==> config.mk <==
export PLATFORM = sky130hd
export DESIGN_NAME = z_sdram_wr_arbiter
export DESIGN_NICKNAME = d
export VERILOG_FILES = /design/src/rtl/z_sdram_wr_arbiter.sv
export SDC_FILE = /design/constraint.sdc
export NUM_CORES = 1
export LEC_CHECK = 0
export ABC_AREA = 1
export ABC_CLOCK_PERIOD_IN_PS = 3100
export BUFFER_PORTS_ARGS = -buffer_cell sky130_fd_sc_hd__buf_2
export CAP_MARGIN = 20
export CORE_MARGIN = 2
export CORE_UTILIZATION = 40
export CTS_BUF_LIST = sky130_fd_sc_hd__clkbuf_8
export CTS_CLUSTER_DIAMETER = 30
export DETAILED_ROUTE_END_ITERATION = 10
export GPL_TIMING_DRIVEN = 0
export HOLD_SLACK_MARGIN = 0.1
export PLACE_DENSITY = 0.72
export REMOVE_ABC_BUFFERS = 1
export SYNTH_ARGS = -nofsm -noshare
export SYNTH_HDL_FRONTEND = slang
export SYNTH_SLANG_ARGS = --single-unit
==> constraint.sdc <==
create_clock -name clk -period 3.1 [get_ports clk]
set_input_delay 0.93 -clock clk [delete_from_list [all_inputs] [get_ports clk]]
set_output_delay 0.93 -clock clk [all_outputs]
set_load 0.005 [all_outputs]
==> src/rtl/z_sdram_wr_arbiter.sv <==
// Round-robin arbiter sharing the single SDRAM write port among NUM_REQ draw requesters.
// One single-word write in flight at a time; a watchdog aborts a hung controller.
module z_sdram_wr_arbiter #(
  parameter int unsigned NUM_REQ = 2,
  parameter int unsigned TIMEOUT = 1023,
  parameter int unsigned TW      = 10
) (
  input  logic                    clk,
  input  logic                    rst,
  input  logic                    en,
  input  logic [NUM_REQ-1:0]      iReq,
  input  logic [24*NUM_REQ-1:0]   iAddr,
  input  logic [16*NUM_REQ-1:0]   iData,
  output logic [NUM_REQ-1:0]      oGrant,
  output logic [NUM_REQ-1:0]      oDone,
  output logic [23:0]             oSDRAM_Wr_Addr,
  output logic [15:0]             oSDRAM_Wr_Data,
  output logic                    oSDRAM_Wr_Req,
  input  logic                    iSDRAM_Wr_Done,
  output logic                    oBusy,
  output logic                    oErr,
  output logic [1:0]              oErrId,
  input  logic                    iErrClr
);

  typedef enum logic [1:0] {StIdle, StSetup, StIssue, StRelease} stateT;

  stateT              state, stateNext;
  logic [1:0]         rrPtr, rrPtrNext;
  logic [1:0]         ownerIdx, ownerNext;
  logic [TW-1:0]      wdog, wdogNext, wdogInc;
  logic [NUM_REQ-1:0] grantNext, doneNext;
  logic [23:0]        addrNext;
  logic [15:0]        dataNext;
  logic               reqNext, busyNext, errNext;
  logic [1:0]         errIdNext;

  // Inputs padded to four slots so a 2-bit index is always in range.
  logic [3:0]  reqPad;
  logic [23:0] addrArr [4];
  logic [15:0] dataArr [4];

  for (genvar g = 0; g < 4; g++) begin : gPad
    if (g < NUM_REQ) begin : gUsed
      assign reqPad[g]  = iReq[g];
      assign addrArr[g] = iAddr[24*g +: 24];
      assign dataArr[g] = iData[16*g +: 16];
    end else begin : gUnused
      assign reqPad[g]  = 1'b0;
      assign addrArr[g] = '0;
      assign dataArr[g] = '0;
    end
  end

  logic       winFound;
  logic [1:0] winIdx, cand;
  logic [3:0] winOneHot;

  // First requester strictly after the previous owner, wrapping modulo NUM_REQ.
  always_comb begin
    winFound = 1'b0;
    winIdx   = '0;
    cand     = '0;
    for (int k = 1; k <= int'(NUM_REQ); k++) begin
      cand = 2'((int'(rrPtr) + k) % int'(NUM_REQ));
      if (!winFound && reqPad[cand]) begin
        winFound = 1'b1;
        winIdx   = cand;
      end
    end
    winOneHot = 4'b0001 << winIdx;
  end

  always_comb begin
    stateNext = state;
    rrPtrNext = rrPtr;
    ownerNext = ownerIdx;
    wdogNext  = wdog;
    wdogInc   = wdog + TW'(1);
    grantNext = oGrant;
    doneNext  = '0;
    addrNext  = oSDRAM_Wr_Addr;
    dataNext  = oSDRAM_Wr_Data;
    reqNext   = oSDRAM_Wr_Req;
    errNext   = oErr;
    errIdNext = oErrId;

    if (iErrClr) begin
      errNext   = 1'b0;
      errIdNext = '0;
    end

    unique case (state)
      StIdle: begin
        if (en && winFound) begin
          stateNext = StSetup;
          ownerNext = winIdx;
          grantNext = winOneHot[NUM_REQ-1:0];
          addrNext  = addrArr[winIdx];
          dataNext  = dataArr[winIdx];
        end
      end
      StSetup: begin
        if (!reqPad[ownerIdx]) begin
          stateNext = StRelease;
        end else begin
          stateNext = StIssue;
          reqNext   = 1'b1;
        end
      end
      StIssue: begin
        // Owner withdrawal is ignored here: the command is already in flight.
        wdogNext = wdogInc;
        if (iSDRAM_Wr_Done) begin
          stateNext = StRelease;
          reqNext   = 1'b0;
          doneNext  = oGrant;
        end else if (wdogInc == TW'(TIMEOUT)) begin
          stateNext = StRelease;
          reqNext   = 1'b0;
          errNext   = 1'b1;
          errIdNext = ownerIdx;
        end
      end
      StRelease: begin
        stateNext = StIdle;
        grantNext = '0;
        rrPtrNext = ownerIdx;
        wdogNext  = '0;
      end
      default: stateNext = StIdle;
    endcase

    busyNext = (stateNext != StIdle);
  end

  always_ff @(posedge clk or posedge rst) begin
    if (rst) begin
      state          <= StIdle;
      rrPtr          <= 2'(NUM_REQ - 1);
      ownerIdx       <= '0;
      wdog           <= '0;
      oGrant         <= '0;
      oDone          <= '0;
      oSDRAM_Wr_Addr <= '0;
      oSDRAM_Wr_Data <= '0;
      oSDRAM_Wr_Req  <= 1'b0;
      oBusy          <= 1'b0;
      oErr           <= 1'b0;
      oErrId         <= '0;
    end else begin
      state          <= stateNext;
      rrPtr          <= rrPtrNext;
      ownerIdx       <= ownerNext;
      wdog           <= wdogNext;
      oGrant         <= grantNext;
      oDone          <= doneNext;
      oSDRAM_Wr_Addr <= addrNext;
      oSDRAM_Wr_Data <= dataNext;
      oSDRAM_Wr_Req  <= reqNext;
      oBusy          <= busyNext;
      oErr           <= errNext;
      oErrId         <= errIdNext;
    end
  end

endmodule
* Word-level counts from Yosys, hierarchy flattened
Index checks and enable logic that the tools add are counted.
Cells by class: $add $sub $neg 3, order comparisons 4, eq/ne operators 7, shift operators 1, multiplexer cells 38, bitwise logic cells 3, reduce and logical (&&, ||, !) cells 11
Operators by type and width (count):
- 24-bit binary-select mux with 2-bit select | 1
- 24-bit 2-to-1 mux | 2
- 16-bit binary-select mux with 2-bit select | 1
- 16-bit 2-to-1 mux | 2
- 2-bit 2-to-1 mux | 12
- 10-bit one-hot mux with 2 select lines | 1
- 1-bit 2-to-1 mux | 13
- 10-bit by 1-bit adder with 10-bit output, second input constant | 1
- 10-bit equality test, second input constant | 1
- 2-bit by 3-bit less-than comparator with 1-bit output, second input constant | 3
- 2-bit one-hot mux with 4 select lines | 1
- 2-bit nonzero test | 4
- 1-bit binary-select mux with 2-bit select | 3
- 2-bit equality test, second input constant | 2
- 2-bit != test, second input constant | 2
- 2-bit one-hot mux with 2 select lines | 1
- 2-bit AND reduction | 2
- 3-bit greater-or-equal comparator, second input constant | 1
- 3-bit != test, second input constant | 1
- 2-bit NOT with 3-bit output | 1
- 3-bit AND reduction | 1
- 1-bit adder, second input constant | 2
- 1-bit bitwise AND, first input constant | 2
- 2-bit by 1-bit equality test with 1-bit output, second input constant | 1
- other kinds (5) | 6
Word-level totals: register bits 64, input port bits 87, word-level logic and storage cells 79

* Depth between registers and ports, before layout
Gate-level depths: netlist of the first run.
depth in word-level cells 12, depth in mapped cells 15

* Least setup slack after synthesis of the first run
No wires, ideal clock.
path type input to register, start in iReq[1], end reg oSDRAM_Wr_Addr[10], arrival time 1.849 ns, data required time 3.005 ns, path slack 1.156 ns, stages 8, buffers on the path 3, path through buf_2 > o21ai_1 > inv_1 > nand2_1 > buf_2 > buf_2 > nand2_1 > o31ai_1
Between the ends: cells in the longest elaborated chain, start to end 10, elaborated cells on any way between the ends 16
Ends and longest elaborated chain:
- from (decl) | line 11 | input logic [NUM_REQ-1:0] iReq,
- 1-bit binary-select mux with 2-bit select | line 66 | if (!winFound && reqPad[cand]) begin
- 1-bit 2-to-1 mux (implied by the code) | line 66
- 1-bit 2-to-1 mux | line 66
- 1-bit zero test | line 66
- 1-bit logical AND | line 66
- 2-bit 2-to-1 mux | line 66
- 2-bit NOT with 3-bit output (implied by the code) | line 99 | addrNext = addrArr[winIdx];
- 24-bit binary-select mux with 2-bit select | line 99
- 24-bit 2-to-1 mux (implied by the code) (2 in series) | line 99
- to (signal assigned) | line 158 | oSDRAM_Wr_Addr <= addrNext;
- to (decl) | line 16 | output logic [23:0] oSDRAM_Wr_Addr,
Parallel ways exist; a longest one is shown, timed or not. The select of a mux whose other input is x is not followed. A chain may end at the register's enable or synchronous reset.

* Worst setup path after layout of the first run
start in iReq[1], end reg oGrant[1]
Between the ends: cells in the longest elaborated chain, start to end 9, elaborated cells on any way between the ends 16
Ends and longest elaborated chain:
- 1-bit binary-select mux with 2-bit select | line 66
- 1-bit 2-to-1 mux (implied by the code) | line 66
- 1-bit 2-to-1 mux | line 66
- 1-bit zero test | line 66
- 1-bit logical AND | line 66
- 2-bit 2-to-1 mux or 1-bit 2-to-1 mux (tied branches) | line 66
- 1-bit by 2-bit left shift with 2-bit output or 1-bit logical AND (tied branches) | line 71, 95
- 2-bit 2-to-1 mux or 2-bit != test (tied branches)
- 2-bit one-hot mux with 2 select lines or 2-bit AND reduction (tied branches)
- to (signal assigned) | line 156 | oGrant <= grantNext;
- to (decl) | line 14 | output logic [NUM_REQ-1:0] oGrant,
Parallel ways exist; a longest one is shown, timed or not. The select of a mux whose other input is x is not followed.

==> results of run 1 <==
[state kept, by name (all words and copies together), names as in the netlist]
register        flops
oBusy               1
oDone               2
oErr                1
oErrId              2
oGrant              2
oSDRAM_Wr_Addr     24
oSDRAM_Wr_Data     16
oSDRAM_Wr_Req       1
ownerIdx            1
rrPtr               1
state               2
wdog               10
[final timing paths]
path,end,slack [ps],depth (start not counted)
max,oGrant[1],430,7
min,oSDRAM_Wr_Req,480,2
max reg2reg,oSDRAM_Wr_Addr[7],670,6
min reg2reg,oSDRAM_Wr_Req,480,2
max in group asynchronous,rrPtr[0],1830,3
min in group asynchronous,oSDRAM_Wr_Data[7],620,2
[area by class of cell]
class                           count  area (µm²)
Inverter                           28         105
Multi-Input combinational cell    266        1360
Clock inverter                      4        22.5
Tap cell                          102         128
Timing Repair Buffer              139         771
Clock buffer                       11         151
Fill cell                         704        3530
Sequential cell                    63        1580
[layer usage]
metal / part of all wire (%) / track usage (%)
met5: 0 / 0
met4: 1.5 / 7.46
met3: 7.1 / 5.29
met2: 47 / 32.5
met1: 44 / 23.9
[cell usage after synthesis, types with 2 or more instances]
| library cell | number |
|---|---|
| nor2_2 | 2 |
| o21ai_0 | 8 |
| ha_1 | 7 |
| o22ai_1 | 5 |
| nor3_1 | 2 |
| nand3_1 | 20 |
| buf_1 | 4 |
| buf_2 | 7 |
| o31ai_1 | 34 |
| nand2_1 | 87 |
| dfrtp_1 | 62 |
| nor2_1 | 43 |
| nand2_2 | 4 |
| clkbuf_1 | 11 |
| o21ai_1 | 5 |
| a21oi_1 | 35 |
| inv_1 | 26 |
| nand4_1 | 9 |
[power groups by stage]
stage | clock network, mW | logic, mW | registers [mW]
final | 0.630 | 1.22 | 1.31
after detailed placement | 0 | 1.24 | 1.31
after CTS | 0.641 | 1.24 | 1.31
after global routing | 0.681 | 1.39 | 1.34
after floorplan | 0 | 0.648 | 1.33
after global placement | 0 | 1.16 | 1.32
[per-stage QoR]
step                      hold slack (ps)  setup WS, ps  instances  area, µm²  TNS, ps
final                                 478           428        613       4120        0
after global routing                  494           270        613       4120        0
after CTS                             474           474        613       4120        0
after detailed placement              460           127        598       3940        0
after global placement                456         -1300        594       3850   -59520
after floorplan                       464          62.5        357       3040        0
[cells by family after synthesis]
group / Yosys count / share of synthesized area, %
simple gates: 170 / 23.3
compound gates: 89 / 17.3
flops: 63 / 50.3
buf+inv: 50 / 6.27
fa+ha+maj: 7 / 2.79
[critical path: stages]
cell and delay, ps:
buf_2 630, o21ai_1 200, inv_1 100, nand2_2 310
inv_2 340, nand3_1 170, o22ai_1 200
==> results.md, run 1 <==
* Status: finished, final reports clean
* H-tree levels at 3
* Leak Pwr at 2.15 nW
* PD cells at 768 mW/mm²
* Tot GR Track Use at 19.4%
* Most common cell after layout, fill and taps aside: buf_2
* Combinational Power Share at 38.7%
* Clock Sinks at 63
* Post-Syn Instances at 379
* Most frequent cells in the layout: buf_2 (135), nand2_1 (86), dfrtp_1 (62), nor2_1 (43), a21oi_1 (35)
* Clk Latency, worst-skew pair at 330 ps
* # DRC at 0
* Worst Path Arrival at 2910 ps
* Clock share of power at 19.9%
* Slew @ Worst Pin at 828 ps
* Hold_sp: oSDRAM_Wr_Req
* Final GP Congestion at 0.810
* Die height at 92.5 µm
* Synth top area cells: dfrtp_1 (50%), nand2_1 (10%), o31ai_1 (8.1%), a21oi_1 (5.6%), nor2_1 (5.1%)
* Achievable Freq at 0.374 GHz
* Top-Level Pins at 136
* Ant diodes at 0
* Distinct cell type count after synthesis at 26
* Number of flops mapped to enable cells by yosys at 0
* Post-CTS Resized at 0
* Via Count at 3,066
* Max clock buf depth at 2
* Core Util, Final at 53.8%
* Synthesis-to-layout area growth at 31.4%
* Detailed router's first-iteration violation count at 117
* Vias in the first global route at 2,956
* Cell internal pwr at 1.99 mW
* CTS tree: done
* RSZ-0062 raised after global routing: no
* Worst r2r src: rrPtr[0]
* Max-slew violation count at 0
* Post-CTS Setup Inserts at 0
* Yosys warns at 0
* Power Total at 3.16 mW
* Post-DP HPWL at 5.81 mm
* Post-route ant nets at 0
* Full die area at 0.00856 mm²
* Total CTS buffers at 9
* Core Area at 0.00765 mm²
* Number of synthesized register bits at 63
* Crit start category: input port
* Fin crit period at 2670 ps
* Setup CP Type: in2reg
* First-pass DRT Iterations at 4
* Net switching power at 1.18 mW
* Clk pin slew, worst setup/hold paths at 60 ps
* Top cell type by total area after synthesis: dfrtp_1
* Slew headroom at 44.8%
* Top FF cell, synth: dfrtp_1
* Fraction of layout cells with a size suffix above 1 at 32.7%
* Max-Cap Viols at 0
* Rows at 32
* IO buf count at 135
* Post-CTS Hold Buffers at 0
* Final setup vio count at 0
* First-pass GRT wire length at 13.2 mm
* Final Hold Vio Count at 0
* Initial Utilization at 41.0%
* Worst setup path start: iReq[1]
* Root buffer cell: clkbuf_8
* Seq pwr share at 41.4%
* Crit end category: flop
* Total gr overflow at 0
* Async set-or-reset flop fraction in the synthesized netlist at 100%
* Crit share post-route at 86.2%
* Die Span X at 92.5 µm
* Sw frac at 37.2%
* Worst-path maximum fanout at 44
* Peak supply drop at 0.000354 V
* Initial antenna violation count at 0
* Via density at 5.00
* Post-synthesis sequential area ratio at 50.3%
* Wire per inst at 13.1 µm
* Min-delay worst type: reg2reg
* Share of the synthesized area in the top cell type at 49.5%
* Req. time, crit path at 3340 ps
* Layout net count at 601
* Cell Area, Synth at 0.00313 mm²
* Syn_area_per_cell at 8.27 µm²
* WL final at 8.03 mm
* Final Skew at 8.95 ps
* Largest net degree at the start of global routing at 53
No activity file was read; power rests on OpenSTA's default activity.
==> run 2, diff against run 1 <==
CORE_UTILIZATION = 49   (was 40)
PLACE_DENSITY = 0.85   (was 0.72)
RECOVER_POWER = 25   (was default)
==> results.md, run 2 (synthesis results as in run 1) <==
* Total gr overflow at 0 (unchanged)
* Crit end category: flop
* IO buf count at 135 (unchanged)
* Setup CP Type: in2reg
* Detailed router's first-iteration violation count at 167 (+43%)
* Setup WS post-layout at 365 ps (-62.8 ps)
* CTS tree: done
* # DRC at 0 (unchanged)
* CP endpoint: oSDRAM_Wr_Data[15]
* Fraction of layout cells with a size suffix above 1 at 32.8% (+0.13 points)
* Tot GR Track Use at 24.8% (+5.4 points)
* Largest register FFs at 24 (unchanged)
* Crit share post-route at 88.2% (+2.0 points)
* First-pass DRT Iterations at 4 (unchanged)
* Final Skew at 3.98 ps (-4.96 ps)
* Clk pin slew, worst setup/hold paths at 70 ps (about the same)
* Synthesis-to-layout area growth at 31.8%
* Total CTS buffers at 9 (unchanged)
* Full die area at 0.00705 mm² (-18%)
* Post-route ant nets at 0 (unchanged)
* Largest net degree at the start of global routing at 56 (+5.7%)
* Post-CTS Resized at 0 (unchanged)
* First-pass GRT wire length at 13.9 mm (+5.3%)
* Worst-path maximum fanout at 44 (unchanged)
* Design area at 0.00413 mm² (+0.30%)
* Root buffer cell: clkbuf_8
* Fin crit period at 2730 ps (+62.8 ps)
* PD cells at 828 mW/mm² (+7.9%)
* Wire per inst at 14.3 µm (+9.2%)
* Clk Latency, worst-skew pair at 340 ps (about the same)
* FF-to-FF End: oSDRAM_Wr_Addr[10]
* Slew @ Worst Pin at 1170 ps (+338 ps)
* R2R cell count at 5 (-1)
* Max-Cap Viols at 0 (unchanged)
* Die Span X at 84.0 µm (-9.2%)
* Most common cell after layout, fill and taps aside: buf_2
* Via density at 5.30 (+6.0%)
* Vias in the first global route at 3,013 (+1.9%)
* Worst r2r src: rrPtr[0]
* Slew headroom at 22.2% (-23 points)
* Top flop regs: oSDRAM_Wr_Addr: 24 flops, oSDRAM_Wr_Data: 16 flops, wdog: 10 flops
* Most frequent cells in the layout: buf_2 (135), nand2_1 (86), dfrtp_1 (62), nor2_1 (43), a21oi_1 (35)
* RSZ-0062 raised after global routing: no
* Die height at 84.0 µm (-9.2%)
* Post-CTS Hold Buffers at 0 (unchanged)
* FF-to-FF setup slack at 670 ps (about the same)
* H-tree levels at 3 (unchanged)
* Layout net count at 601 (unchanged)
* Top-Level Pins at 136 (unchanged)
* Min-delay worst type: reg2reg
* Status: finished, final reports clean
* Crit start category: input port
* WL final at 8.42 mm (+4.9%)
* Final GP Congestion at 0.890 (+9.9%)
* Achievable Freq at 0.366 GHz (-2.3%)
* Final Non-Filler Cells at 589 (-3.9%)
* Clock Sinks at 63 (unchanged)
* Pre-CTS setup slack at 42.2 ps (-84.5 ps)
* Post-CTS Setup Inserts at 0 (unchanged)
* Leak Pwr at 2.17 nW (+0.76%)
* TNS Setup at 0 ps (unchanged)
* Ant diodes at 0 (unchanged)
* Core Area at 0.00628 mm² (-18%)
* Placed cell count at 573 (-4.2%)
* FILL cells at 522 (-26%)
* Final Hold Vio Count at 0 (unchanged)
* Initial antenna violation count at 0 (unchanged)
* Power Total at 3.42 mW (+8.2%)
* Largest Register: oSDRAM_Wr_Addr
* Post-DP HPWL at 6.03 mm (+3.9%)
* Hold slack at 472 ps (-5.33 ps)
* Core Util, Final at 65.8% (+12 points)
* Final setup vio count at 0 (unchanged)
* Worst Path Arrival at 2970 ps (+60 ps)
* Max-slew violation count at 0 (unchanged)
* Max clock buf depth at 2 (unchanged)
* Rows at 29 (-9.4%)
* Req. time, crit path at 3330 ps (about the same)
* Via Count at 3,123 (+1.9%)
* Initial Utilization at 49.9% (+8.9 points)
* Worst setup path start: iReq[1]
* Peak supply drop at 0.000508 V (+44%)
* Post-DP Area at 0.00390 mm² (-1.1%)
[run 2: cell types whose count changed in the layout (fill, tap and decap cells not counted), sizes merged]
cell      delta
buf          -1
bufinv       +3
inv          -1
clkinvlp     +1
clkinv       -1
[run 2: how the worst min path moves through the flow]
stage / slack (ps) / cells after the start / start / endpoint
2_1_floorplan: 460 / 2 / oSDRAM_Wr_Req / oSDRAM_Wr_Req
6_report: 470 / 2 / oSDRAM_Wr_Req / oSDRAM_Wr_Req
3_5_place_dp: 460 / 1 / oErr / oErr
3_3_place_gp: 450 / 2 / oSDRAM_Wr_Req / oSDRAM_Wr_Req
4_1_cts: 480 / 1 / oErr / oErr
5_1_grt: 500 / 2 / oSDRAM_Wr_Addr[23] / oSDRAM_Wr_Addr[23]
[run 2: cell type report]
type                            count  area (µm²)  area share (%)
Clock buffer                       10         138            3.33
Inverter                           28         105            2.54
Multi-Input combinational cell    266        1360            33.0
Timing Repair Buffer              139         743            18.0
Tap cell                           77        96.3            2.33
Sequential cell                    63        1580            38.2
Clock inverter                      6         108            2.61
[run 2: power by group]
| group | total [mW] | internal (mW) | switching, mW |
|---|---|---|---|
| logic | 1.22 | 0.517 | 0.707 |
| clock network | 0.880 | 0.553 | 0.327 |
| registers | 1.32 | 1.14 | 0.181 |
| total | 3.42 | 2.21 | 1.21 |
[run 2: per-layer routing]
| metal | GRT usage [%] | wire (µm) |
|---|---|---|
| met5 | 0 | 0 |
| met4 | 10.1 | 148 |
| met3 | 6.53 | 605 |
| met2 | 42.7 | 4150 |
| met1 | 29.5 | 3510 |
[run 2: critical path, stage by stage]
cell and delay [ps]:
buf_2 620, nand2_1 780, buf_8 400, nor2_1 130, o31ai_1 90
